<file path="config.mk">
export PLATFORM = sky130hd
export DESIGN_NAME = acc_rr_sched
export DESIGN_NICKNAME = d
export VERILOG_FILES = /design/src/rtl/acc_sched_pkg.sv /design/src/rtl/rr_arbiter.sv /design/src/rtl/acc_rr_sched.sv
export SDC_FILE = /design/constraint.sdc
export NUM_CORES = 1
export LEC_CHECK = 0
export BUFFER_PORTS_ARGS = -buffer_cell sky130_fd_sc_hd__clkbuf_2
export CAP_MARGIN = 10
export CORE_MARGIN = 10
export CORE_UTILIZATION = 33
export CTS_CLUSTER_DIAMETER = 100
export DETAILED_ROUTE_END_ITERATION = 8
export PLACE_DENSITY = 0.57
export SLEW_MARGIN = 20
export SYNTH_ARGS = -nofsm -noshare
export SYNTH_HDL_FRONTEND = slang
export SYNTH_SLANG_ARGS = --single-unit
</file>
<file path="constraint.sdc">
create_clock -name clk -period 9.2 [get_ports clk]
set_input_delay 0 -clock clk [delete_from_list [all_inputs] [get_ports clk]]
set_output_delay 0 -clock clk [all_outputs]
set_load 0.01 [all_outputs]
</file>
<file path="src/rtl/acc_sched_pkg.sv">
// acc_sched_pkg: shared types, widths and operand extension for the round-robin accumulate scheduler
package acc_sched_pkg;
  typedef enum logic [1:0] {IDLE, RUN, DRAIN, CLEAR} state_t;
  localparam int ACC_W = 32;
  localparam int TOT_W = 64;
  localparam int CNT_W = 16;
  localparam logic [CNT_W-1:0] CNT_MAX = '1;
  // operand arrives zero-padded; w is its real width, sgn selects sign- vs zero-extension
  function automatic logic signed [ACC_W-1:0] ext_op(input logic [ACC_W-1:0] operand, input int w, input logic sgn);
    logic [ACC_W-1:0] m;
    m = ~({ACC_W{1'b1}} << w);
    return (sgn && operand[5'(w - 1)]) ? (operand | ~m) : (operand & m);
  endfunction
endpackage

</file>
<file path="src/rtl/rr_arbiter.sv">
// rr_arbiter: one-hot round-robin grant; pointer moves past the winner on each transfer
module rr_arbiter #(
  parameter int NREQ = 4
) (
  input  logic                     clk,
  input  logic                     rstn,
  input  logic [NREQ-1:0]          req,
  input  logic                     enable,
  input  logic                     advance,
  output logic [NREQ-1:0]          gnt,
  output logic [$clog2(NREQ)-1:0]  idx
);
  localparam int IW = $clog2(NREQ);
  logic [IW-1:0] ptr, j;
  logic hit;
  always_comb begin
    hit = 1'b0;
    idx = '0;
    j = '0;
    for (int k = 0; k < NREQ; k++) begin
      j = IW'((int'(ptr) + k) % NREQ);
      if (!hit && req[j]) begin
        hit = 1'b1;
        idx = j;
      end
    end
    gnt = (enable && hit) ? NREQ'(1'b1) << idx : '0;
  end
  always_ff @(posedge clk) begin
    if (!rstn) ptr <= '0;
    else if (advance) ptr <= (idx == IW'(NREQ - 1)) ? '0 : idx + 1'b1;
  end
endmodule

</file>
<file path="src/rtl/acc_rr_sched.sv">
// acc_rr_sched: round-robin sequencer feeding a two-stage signed accumulate datapath with drained clear
module acc_rr_sched import acc_sched_pkg::*; #(
  parameter int NREQ = 4,
  parameter int OPW  = 8
) (
  input  logic                    clk,
  input  logic                    rstn,
  input  logic [NREQ-1:0]         req,
  input  logic [NREQ*OPW-1:0]     data,
  input  logic [NREQ-1:0]         sgn,
  output logic [NREQ-1:0]         gnt,
  input  logic                    clr,
  output logic                    busy,
  output logic                    acc_valid,
  output logic signed [ACC_W-1:0] acc,
  output logic signed [TOT_W-1:0] total,
  output logic                    ovf,
  output logic [CNT_W-1:0]        cnt
);
  localparam int IW = $clog2(NREQ);
  state_t state, nxt;
  logic clr_pend, en, xfer, v1, drained;
  logic [IW-1:0] idx;
  logic signed [ACC_W-1:0] op1, acc_q, sum;
  rr_arbiter #(.NREQ(NREQ)) u_arb (
    .clk     (clk),
    .rstn    (rstn),
    .req     (req),
    .enable  (en),
    .advance (xfer),
    .gnt     (gnt),
    .idx     (idx)
  );
  assign xfer = |(req & gnt);
  assign drained = !v1 && !acc_valid;
  assign sum = acc_q + op1;
  assign acc = acc_q;
  always_ff @(posedge clk) begin
    if (!rstn) state <= IDLE;
    else state <= nxt;
  end
  always_comb begin
    nxt = state;
    case (state)
      IDLE:    nxt = (clr || clr_pend) ? CLEAR : (|req ? RUN : IDLE);
      RUN:     nxt = (clr || clr_pend) ? DRAIN : ((!(|req) && drained) ? IDLE : RUN);
      DRAIN:   nxt = drained ? CLEAR : DRAIN;
      default: nxt = IDLE;
    endcase
  end
  // a clear request blocks grants from the very cycle it is seen
  always_comb begin
    busy = state != IDLE;
    en = rstn && !clr && !clr_pend && (state == IDLE || state == RUN);
  end
  always_ff @(posedge clk) begin
    if (!rstn) clr_pend <= 1'b0;
    else clr_pend <= (state == CLEAR) ? 1'b0 : (clr_pend || clr);
  end
  always_ff @(posedge clk) begin
    if (!rstn) begin
      v1 <= 1'b0;
      op1 <= '0;
      acc_valid <= 1'b0;
      acc_q <= '0;
      total <= '0;
      ovf <= 1'b0;
      cnt <= '0;
    end else begin
      v1 <= xfer;
      if (xfer) op1 <= ext_op(ACC_W'(data[int'(idx)*OPW +: OPW]), OPW, sgn[idx]);
      acc_valid <= v1;
      if (state == CLEAR) begin
        acc_q <= '0;
        total <= '0;
        ovf <= 1'b0;
        cnt <= '0;
      end else if (v1) begin
        acc_q <= sum;
        total <= total + {{(TOT_W-ACC_W){op1[ACC_W-1]}}, op1};
        ovf <= ovf || (acc_q[ACC_W-1] == op1[ACC_W-1] && sum[ACC_W-1] != acc_q[ACC_W-1]);
        cnt <= (cnt == CNT_MAX) ? cnt : cnt + 1'b1;
      end
    end
  end
endmodule
</file>
### Word-level counts from Yosys, hierarchy flattened

Index checks and enable logic that the tools add are counted.

| storage, ports and cells | value |
|---|---|
| register bits after elaboration | 152 |
| bits of input ports | 43 |
| logic and storage cells | 89 |

| cells by class | value |
|---|---|
| add/subtract/negate cells | 7 |
| $lt $le $gt $ge | 5 |
| equal/unequal tests | 7 |
| shift-type cells | 2 |
| muxes and demuxes | 27 |
| bitwise logic cells | 3 |
| reduce and logical (&&, ||, !) cells | 28 |

Operator list:

| kind | count |
|---|---|
| adder 64 bit | 1 |
| adder 32 bit | 1 |
| two-way mux 32 bit | 1 |
| variable part select 32 x 6 -> 8 bit | 1 |
| adder 16 x 1 -> 16 bit (second input constant) | 1 |
| equality test 16 bit (second input constant) | 1 |
| < comparator 2 x 3 -> 1 bit (second input constant) | 5 |
| two-way mux 2 bit | 7 |
| two-way mux 1 bit | 12 |
| logical AND 1 bit | 11 |
| binary-select mux 1 bit (select 2 bit) | 5 |
| zero test 1 bit | 8 |
| OR reduction 4 bit | 2 |
| equality test 2 bit (second input constant) | 3 |
| case mux 2 bit (3 select lines) | 1 |
| adder 2 x 1 -> 2 bit (second input constant) | 2 |
| adder 2 bit (second input constant) | 2 |
| bitwise AND 4 bit | 1 |
| two-way mux 4 bit | 1 |
| << shifter 1 x 2 -> 4 bit (first input constant) | 1 |
| logical OR 1 bit | 3 |
| equality test 2 x 1 -> 1 bit (second input constant) | 1 |
| zero test 2 bit | 1 |
| inverter 1 bit | 2 |
| 5 further kinds | 5 |

### Longest topological paths before layout

Gate-level depths: netlist (run 1).

| depth | value |
|---|---|
| depth after elaboration | 16 |
| gate-level depth with buffers | 14 |
| depth with buffers taken out | 13 |

### Hierarchy

A second synthesis (run 1) with hierarchy kept.

| unflattened totals | value |
|---|---|
| cell total of the unflattened synthesis | 1237 |
| area, all modules | 10183.5 um^2 |

By module, submodules not included:

| module | times used | cells each | area each (um^2) | sequential area each (um^2) |
|---|---|---|---|---|
| acc_rr_sched | 1 | 1208 | 9930.8 | 2542.4 |
| rr_arbiter | 1 | 29 | 252.7 | 40.0 |

### Least setup slack after synthesis (run 1)

Ideal clock, no wire load.

| timing | value |
|---|---|
| kind | register -> register |
| start | register op1[30] |
| end | register total[50] |
| library setup time | 122 ps |
| data arrival time | 4238 ps |
| required time | 9078 ps |
| path slack | 4840 ps |
| stages on the path, launching flop included | 12 |
| clock period less this slack | 4360 ps |
| cell sequence | dfxtp_1 -> ha_1 -> a21oi_1 -> o21ai_0 -> a21oi_1 -> nand3_1 -> a2111oi_2 -> nor3_1 -> o21ai_1 -> nor2b_1 -> nor3_1 -> a221o_1 |

| on the way | value |
|---|---|
| longest elaborated chain between the ends | 1 |

RTL lines:

| what | line | source |
|---|---|---|
| from (decl) | acc_rr_sched.sv:24 | `logic signed [ACC_W-1:0] op1, acc_q, sum;` |
| from (signal assigned) | acc_rr_sched.sv:71 | `if (xfer) op1 <= ext_op(ACC_W'(data[int'(idx)*OPW +: OPW]), OPW, sgn[idx]);` |
| adder 64 bit | acc_rr_sched.sv:80 | `total <= total + {{(TOT_W-ACC_W){op1[ACC_W-1]}}, op1};` |
| to (signal assigned) | acc_rr_sched.sv:80 |  |
| to (decl) | acc_rr_sched.sv:16 | `output logic signed [TOT_W-1:0] total,` |

Every way passes these cells.
A chain may end at the register's enable or synchronous reset.

### Worst setup path after layout (run 1)

Ends and elaborated chain as after synthesis.

==> results of run 1 <==
[final cells by class]
class / instances / area, um2
well taps: 390 / 488
clock inverters: 13 / 118
fillers: 3101 / 17900
repair buffers: 186 / 1030
flip-flops and latches: 129 / 2590
multi-input cells: 1080 / 7190
clock buffers: 19 / 433
inverters: 26 / 97.6
[worst max-delay path, stage by stage, from the launching register on]
cell	delay, ns
dfxtp_2	0.56
buf_4	0.67
ha_1	0.44
a21o_1	0.22
a21o_1	0.17
a21oi_1	0.22
nand2_1	0.10
a2111oi_2	0.50
nor3_1	0.16
o21ai_1	0.33
nor2b_1	0.22
nor3_1	0.06
a221o_1	0.26
[how the worst max path moves through the flow]
stage	endpoint	slack, ns	depth (start not counted)
floorplan	total[50]	4.84	11
CTS	total[50]	5.15	12
global route	total[50]	4.85	12
detailed placement	total[50]	5.16	12
global placement	total[50]	5.21	12
finish	total[50]	5.13	12
[cell families (layout without fill, tap and decap cells)]
logic type                 after synthesis  in the layout
and+or+nand+nor                        454            454
DFF                                    129            129
buffers and inverters                   88            244
xor gates and xnor gates                89             89
muxes                                   49             49
adders and majority gates              101            101
AOI/OAI and AO/OA                      387            387
[per-layer routing]
| metal | vias to the layer above | wire [um] | GRT usage, % |
|---|---|---|---|
| met5 | - | 0 | 0 |
| met2 | 265 | 14000 | 25.7 |
| li1 | 5022 | - | - |
| met1 | 4522 | 14400 | 19.6 |
| met4 | 0 | 259 | 3.47 |
| met3 | 19 | 1890 | 4.32 |
[metrics by stage]
stage	setup slack (ns)	total power [mW]	hold WS, ns	instance area (um2)
floorplan	4.84	0.675	0.135	10100
global placement	5.21	0.720	0.268	11200
detailed placement	5.16	0.721	0.283	11200
CTS	5.15	1.38	0.0191	11900
global route	4.85	1.42	0.0480	11900
finish	5.13	1.36	0.0524	11900
[where the power goes]
group / internal [mW] / total (mW) / switching (mW)
Clock: 0.371 / 0.644 / 0.273
Combinational: 0.0523 / 0.139 / 0.0867
Sequential: 0.565 / 0.574 / 0.00858
Total: 0.988 / 1.36 / 0.369
[sequential cells by signal, summed over array words and instances (netlist names)]
| register | flops |
|---|---|
| ovf | 1 |
| clr_pend | 1 |
| total | 64 |
| acc_valid | 1 |
| cnt | 16 |
| state | 2 |
| acc | 32 |
| op1 | 9 |
| v1 | 1 |
| u_arb.ptr | 2 |
[placed cells by master (no fill, tap or decap), drive strengths merged, types with 8 or more instances in the layout]
master	instances
inv	24
o21bai	15
clkbuf	180
a31oi	12
buf	10
xor2	36
nand3	31
xnor2	53
dlygate4sd3	15
nor3	17
nor2	137
o21ai	68
o21a	9
a21o	60
and2	9
nand2	155
a211oi	11
o31ai	14
o22ai	8
or3	11
and3	19
ha	99
mux2i	49
clkinv	9
nor2b	12
dfxtp	129
a21oi	120
nand4	35
a21boi	13
==> impl_metrics.toml, run 1 <==
[timing]
slew_viol_final = 0
period_minus_slack_ns = 4.07
finalCritPeriodShare_pct = 44.3
setup_viol_count_final = 0
rsz0062_at_grt = "no"
tns_ns = 0
tightest_slew_ns = 0.917
hold_viol_final = 0
skew_ns = 0.0142
max_freq_mhz = 246
slew_headroom_pct = 38.8

[placed_design]
finalWeightedCongestion = 0.880
dp_cells = 1796
dp_hpwl_mm = 23.1
io_buffers = 161

[detailed_routing]
vias = 9828
wl_per_cell_um = 16.6
vias_per_cell = 5.33
drtIter0Drc = 584
drt_wl_total_mm = 30.6
drt_first_pass_iters = 5
drtAntennaViolNets = 0
route.detailed.drc = 0

[setup_path]
critPathCaptureType = "register"
worstSetupStartpointType = "register"
r2r_start = "op1[30]"
reg2reg_to = "total[50]"
crit_type = "reg2reg"
arrival_ns = 4.38
worst_ep_required_time_ns = 9.51
reg2reg_depth = 12
crit_fanout = 65
crit_path_start = "op1[30]"
reg2reg_slack_ns = 5.13

[global_route]
first_global_vias = 9588
track_usage_pct = 15.5
antenna_found_initial = 0
grt_first_pass_wirelength_mm = 50.0
overflow = 0
grt_max_degree = 66

[logic_synthesis]
ys.flop_type = "dfxtp_1"
synthDistinctLibCells = 65
synthAdderAreaFrac_pct = 12.7
synth_edf_count = 0
synth_top_family_by_area = "compound AO/OA/AOI/OAI gates"
muxShareOfSynthArea_pct = 4.86
synthXorXnorAreaFrac_pct = 7.72
ys_top_cells_by_area = "dfxtp_1, ha_1, a21oi_1, nand2_1, nor2_1"
yosysTopAreaCellShare_pct = 25.6
avgSynthCellArea_um2 = 7.78
yosysSeqAreaShare_pct = 25.6
netlist_instances = 1297
ys_ff_latch = 129
synth_nets = 1441
synth-simple-area-share_pct = 20.5
synth_commonest_cells = "nand2_1, nor2_1, dfxtp_1"
netlist_area_mm2 = 0.0101
ys_warn_count = 0
synth_compound_area_share_pct = 25.3
post-synth-top-count-cell = "nand2_1"
synth-async-reset-ratio_pct = 0
synth.largest_area_cell = "dfxtp_1"

[floorplanning]
core_region_area_mm2 = 0.0299
initial_utilization_pct = 33.8
die_area_mm2 = 0.0380
dieWidth_um = 195
fp-row-count = 63
pin_count = 162
die_h_um = 195

[clock_tree]
cts.htree.levels = 4
worst_skew_pair.late_latency_ns = 0.43
root_buffer = "clkbuf_16"
postCtsSetupBuffers = 0
numCtsBuffers = 17
clk_pin_slew_ns = 0.06
clock_path_buffers = 2
clock_sinks = 129
tritoncts = "built"
cts_repair_resize_count = 0
holdBufCountCts = 15

[status]
outcome = "finished clean"

[layout]
postLayoutCoreUtil_pct = 40.0
antennaDiodeCount = 0
area_growth_pct = 18.3
fin_nets = 1584
stdcell_count = 1843
drive_gt1_share_pct = 15.2

[min_path]
min_path_type = "in2reg"
hp-start = "data[30]"
min_to = "op1[6]"
worstHoldPathCells = 4

[run]
maxCapViolCount = 0

[pwr]
vdd_drop_max_uv = 111
p_leak_nw = 5.52
p_per_area_mw_per_mm2 = 114
(Power assumes the default switching activity.)
==> inputs of run 2 (changes only) <==
==> constraint.sdc (replaced) <==
create_clock -name clk -period 3.8 [get_ports clk]
set_input_delay 0 -clock clk [delete_from_list [all_inputs] [get_ports clk]]
set_output_delay 0 -clock clk [all_outputs]
set_load 0.01 [all_outputs]
==> impl_metrics.toml, run 2 (synthesis results as in run 1) <==
[status]
outcome = "finished clean"

[setup_path]
reg2reg_to = "total[63]"
critPathCaptureType = "register"
worst_ep_required_time_ns = 4.10
reg2reg_depth = 12
worstSetupStartpointType = "register"
crit_path_start = "op1[30]"
crit_fanout = 68
reg2reg_slack_ns = 0.32
endpoint = "total[63]"
r2r_start = "op1[30]"
arrival_ns = 3.77
crit_type = "reg2reg"

[clock_tree]
clk_pin_slew_ns = 0.06
root_buffer = "clkbuf_16"
clock_sinks = 129
tritoncts = "built"
cts.htree.levels = 4
clock_path_buffers = 2
postCtsSetupBuffers = 0
numCtsBuffers = 17
worst_skew_pair.late_latency_ns = 0.43

[detailed_routing]
drtIter0Drc = 685
drt_wl_total_mm = 30.6
route.detailed.drc = 0
drt_first_pass_iters = 7
drtAntennaViolNets = 0
vias_per_cell = 5.28
wl_per_cell_um = 16.5
vias = 9773

[pwr]
p_leak_nw = 5.63
p_total_mw = 3.60
switchingPower_uw = 915
p_clk_share_pct = 52.0
p_int_mw = 2.68
seq_power_share_pct = 38.6
p_sw_share_pct = 25.4
p_per_area_mw_per_mm2 = 296
p_comb_share_pct = 9.4
vdd_drop_max_uv = 227

[floorplanning]
core_region_area_mm2 = 0.0299
pin_count = 162
initial_utilization_pct = 33.8
die_h_um = 195
fp-row-count = 63
dieWidth_um = 195
die_area_mm2 = 0.0380

[min_path]
worstHoldPathCells = 2
hp-start = "rstn"
min_path_type = "in2reg"

[timing]
slew_headroom_pct = 41.0
slew_viol_final = 0
tns_ns = 0
period_minus_slack_ns = 3.48
skew_ns = 0.0141
setup_viol_count_final = 0
hold_viol_final = 0
fin_ws_ns = 0.324
rsz0062_at_grt = "no"
tightest_slew_ns = 0.882
finalCritPeriodShare_pct = 91.5
max_freq_mhz = 288

[global_route]
grt_max_degree = 69
overflow = 0
track_usage_pct = 15.7
grt_first_pass_wirelength_mm = 50.3
antenna_found_initial = 0
first_global_vias = 9668

[run]
maxCapViolCount = 0

[layout]
final_cell_mix = "clkbuf_2, nand2_1, nor2_1, dfxtp_1, a21oi_1"
drive_gt1_share_pct = 15.8
fin_nets = 1594
area_growth_pct = 20.4
postLayoutCoreUtil_pct = 40.7
largest_reg_flops = 64
stdcell_count = 1852
top_register = "total"
final_common_cell = "clkbuf_2"
antennaDiodeCount = 0

[placed_design]
dp_hpwl_mm = 23.6
dp_cells = 1804
io_buffers = 161
finalWeightedCongestion = 0.870
dpl_worst_slack_ns = 0.341
==> run 2: cell count changes in the layout (fill, tap and decap cells not counted), sizes merged <==
cell | previous run | this run
buf | 10 | 18
bufinv | 1 | 5
inv | 24 | 25
clkinv | 9 | 7
dlygate4sd3 | 15 | 17
clkinvlp | 5 | 1
==> run 2: final cells by class <==
cell class / count / area (um2)
clock buffer: 19 / 443
tap: 390 / 488
timing repair buffer: 196 / 1130
inverter: 26 / 101
sequential: 129 / 2590
clock inverter: 12 / 208
fill: 3065 / 17700
multi-input combinational: 1080 / 7200
==> run 2: timing repair <==
item	4_1_cts	5_1_grt
resized for setup	0	3
hold endpoints to repair	10	0
endpoints found under the setup margin	0	6
hold buffers	17	0
==> run 2: power by group through the flow <==
stage          clock (mW)  sequential [mW]  combinational, mW
3_3_place_gp            0             1.42              0.323
2_1_floorplan           0             1.42              0.218
6_report             1.87             1.39              0.338
5_1_grt              1.96             1.39              0.379
4_1_cts              1.91             1.39              0.340
3_5_place_dp            0             1.42              0.326
==> run 2: worst min-delay path by stage <==
stage                     slack (ns)        to
after floorplan                 0.13  clr_pend
after detailed placement        0.28  clr_pend
after CTS                       0.05  state[0]
after global routing            0.09  state[0]
final                           0.05  state[0]
after global placement          0.27  clr_pend
==> run 2: worst max-delay path, stage by stage (launching register included) <==
cell and delay [ns]:
dfxtp_2 0.56, buf_16 0.34, ha_1 0.39, a21o_1 0.21, a31oi_1 0.20, o21ai_0 0.13, a21o_1 0.22, a32oi_1 0.21
nand3_1 0.24, a31o_2 0.33, a311oi_1 0.26, xor2_1 0.18, nor2_1 0.05
==> run 2: through the flow <==
step,area [um2],hold slack [ns]
after detailed placement,11300,0.279
after floorplan,10100,0.135
after CTS,12100,0.0473
after global placement,11300,0.271
final,12200,0.0522
after global routing,12200,0.0887
==> run 2: metal layers <==
| metal | share of wire, % | GRT usage (%) | vias up |
|---|---|---|---|
| met4 | 1.8 | 4.51 | 0 |
| met2 | 45 | 25.3 | 222 |
| li1 | - | - | 5031 |
| met3 | 5.9 | 4.15 | 31 |
| met1 | 47 | 20.1 | 4489 |
| met5 | 0 | 0 | - |
==> inputs of run 3 (changes only) <==
--- a/config.mk
+++ b/config.mk
@@ -7,11 +7,10 @@
 export LEC_CHECK = 0
 export BUFFER_PORTS_ARGS = -buffer_cell sky130_fd_sc_hd__clkbuf_2
 export CAP_MARGIN = 10
-export CORE_MARGIN = 10
-export CORE_UTILIZATION = 33
+export CORE_UTILIZATION = 58
 export CTS_CLUSTER_DIAMETER = 100
 export DETAILED_ROUTE_END_ITERATION = 8
-export PLACE_DENSITY = 0.57
+export PLACE_DENSITY = 0.88
 export SLEW_MARGIN = 20
 export SYNTH_ARGS = -nofsm -noshare
 export SYNTH_HDL_FRONTEND = slang
==> impl_metrics.toml, run 3 (synthesis results as in run 1) <==
[timing]
finalCritPeriodShare_pct = 92.7
slew_headroom_pct = 42.8
max_freq_mhz = 284
setup_viol_count_final = 0
tightest_slew_ns = 0.858
rsz0062_at_grt = "no"
hold_viol_final = 0
tns_ns = 0
slew_viol_final = 0
holdWs_ns = 0.00922
period_minus_slack_ns = 3.52
skew_ns = 0.00741

[layout]
top_register = "total"
postLayoutCoreUtil_pct = 70.4
fin_nets = 1582
fin_area_mm2 = 0.0118
final_common_cell = "clkbuf_2"
multiInputGateArea_mm2 = 0.00720
final_cell_mix = "clkbuf_2, nand2_1, nor2_1, dfxtp_1, a21oi_1"
antennaDiodeCount = 0
largest_reg_flops = 64
area_growth_pct = 16.9
seqCellArea_mm2 = 0.00259
fillers = 1354
drive_gt1_share_pct = 15.5

[detailed_routing]
vias = 10326
drtIter0Drc = 793
drt_first_pass_iters = 5
wl_per_cell_um = 16.7
wl_met3_mm = 2.15
wl_met2_mm = 13.0
drtAntennaViolNets = 0
routed.top_layer = "met4"
drt_wl_total_mm = 27.9
route.detailed.drc = 0
wl_met1_mm = 11.7
vias_per_cell = 6.18

[clock_tree]
root_buffer = "clkbuf_16"
worst_skew_pair.late_latency_ns = 0.43
tritoncts = "built"
clock_path_buffers = 2
cts.htree.levels = 4
clk_pin_slew_ns = 0.06
postCtsSetupBuffers = 0
numCtsBuffers = 17
clock_sinks = 129

[floorplanning]
core_region_area_mm2 = 0.0168
fp-row-count = 47
pin_count = 162
dieWidth_um = 134
die_area_mm2 = 0.0179
initial_utilization_pct = 60.2
die_h_um = 134

[pwr]
p_total_mw = 3.47
p_leak_nw = 5.56
vdd_drop_max_uv = 322
p_per_area_mw_per_mm2 = 294

[global_route]
antenna_found_initial = 0
grt_max_degree = 54
overflow = 0
track_usage_pct = 31.0
grt_first_pass_wirelength_mm = 45.5
first_global_vias = 9738

[setup_path]
arrival_ns = 3.84
worstSetupStartpointType = "register"
worst_ep_required_time_ns = 4.12
slowest_delay_ns = 0.50
path_cells = "ha_1 > fa_1 > a21oi_1 > o211ai_2 > nand3_1 > nand3_1 > a2111oi_4 > nor3_1 > o21ai_1 > nor2b_1 > nor3_1 > a221o_1"
cp_top_family = "compound AO/OA/AOI/OAI gates"
crit_fanout = 4
crit_buf_inv = 0
path_depth = 12
critPathCaptureType = "register"
slowest_stage = "a2111oi_4"
crit_type = "reg2reg"
reg2reg_depth = 12

[run]
maxCapViolCount = 0

[placed_design]
io_buffers = 161
dp_hpwl_mm = 20.1
place_area_mm2 = 0.0111
finalWeightedCongestion = 0.950

[status]
outcome = "finished clean"

[min_path]
worstHoldPathCells = 4
min_path_type = "in2reg"
[run 3: report_power, final]
group          total, mW  switching, mW  internal, mW
Sequential          1.39         0.0207          1.37
Combinational      0.336          0.212         0.124
Clock               1.74          0.683          1.06
[run 3: final timing paths]
check / from / endpoint / slack, ns
setup / recovery: total[0] / total[50] / 0.28
hold / removal: data[8] / op1[0] / 0.009
setup reg to reg: total[0] / total[50] / 0.28
hold reg to reg: acc[30] / acc[30] / 0.48
[run 3: repair_timing]
action / CTS / global route
setup endpoints to repair: 0 / 5
hold endpoints to repair: 8 / 0
hold buffers: 10 / 0
gates resized for setup: 0 / 2
[run 3: through the flow]
step	std cells	setup slack, ns
6_report	1671	0.276
4_1_cts	1671	0.200
2_1_floorplan	1297	0.212
3_5_place_dp	1629	0.210
3_3_place_gp	1629	0.336
5_1_grt	1671	0.00824
[run 3: layout make-up]
cell class,count,area share (%)
Multi-Input combinational cell,1080,61.0
Clock inverter,14,1.51
Tap cell,220,2.33
Clock buffer,18,3.72
Sequential cell,129,22.0
Timing Repair Buffer,184,8.61
Inverter,26,0.827
[run 3: worst reg2reg max path, cell delays in order (launching register included)]
cell and delay (ns):
dfxtp_1 0.33, ha_1 0.24, fa_1 0.42, a21oi_1 0.32, o211ai_2 0.17, nand3_1 0.22
nand3_1 0.22, a2111oi_4 0.51, nor3_1 0.13, o21ai_1 0.30, nor2b_1 0.22, nor3_1 0.06
a221o_1 0.27
[run 3: per-layer routing]
| layer | vias to the layer above | track usage, % |
|---|---|---|
| li1 | 5024 | - |
| met1 | 4760 | 37.2 |
| met2 | 450 | 52.0 |
| met3 | 92 | 6.88 |
| met4 | 0 | 15.5 |
| met5 | - | 0 |
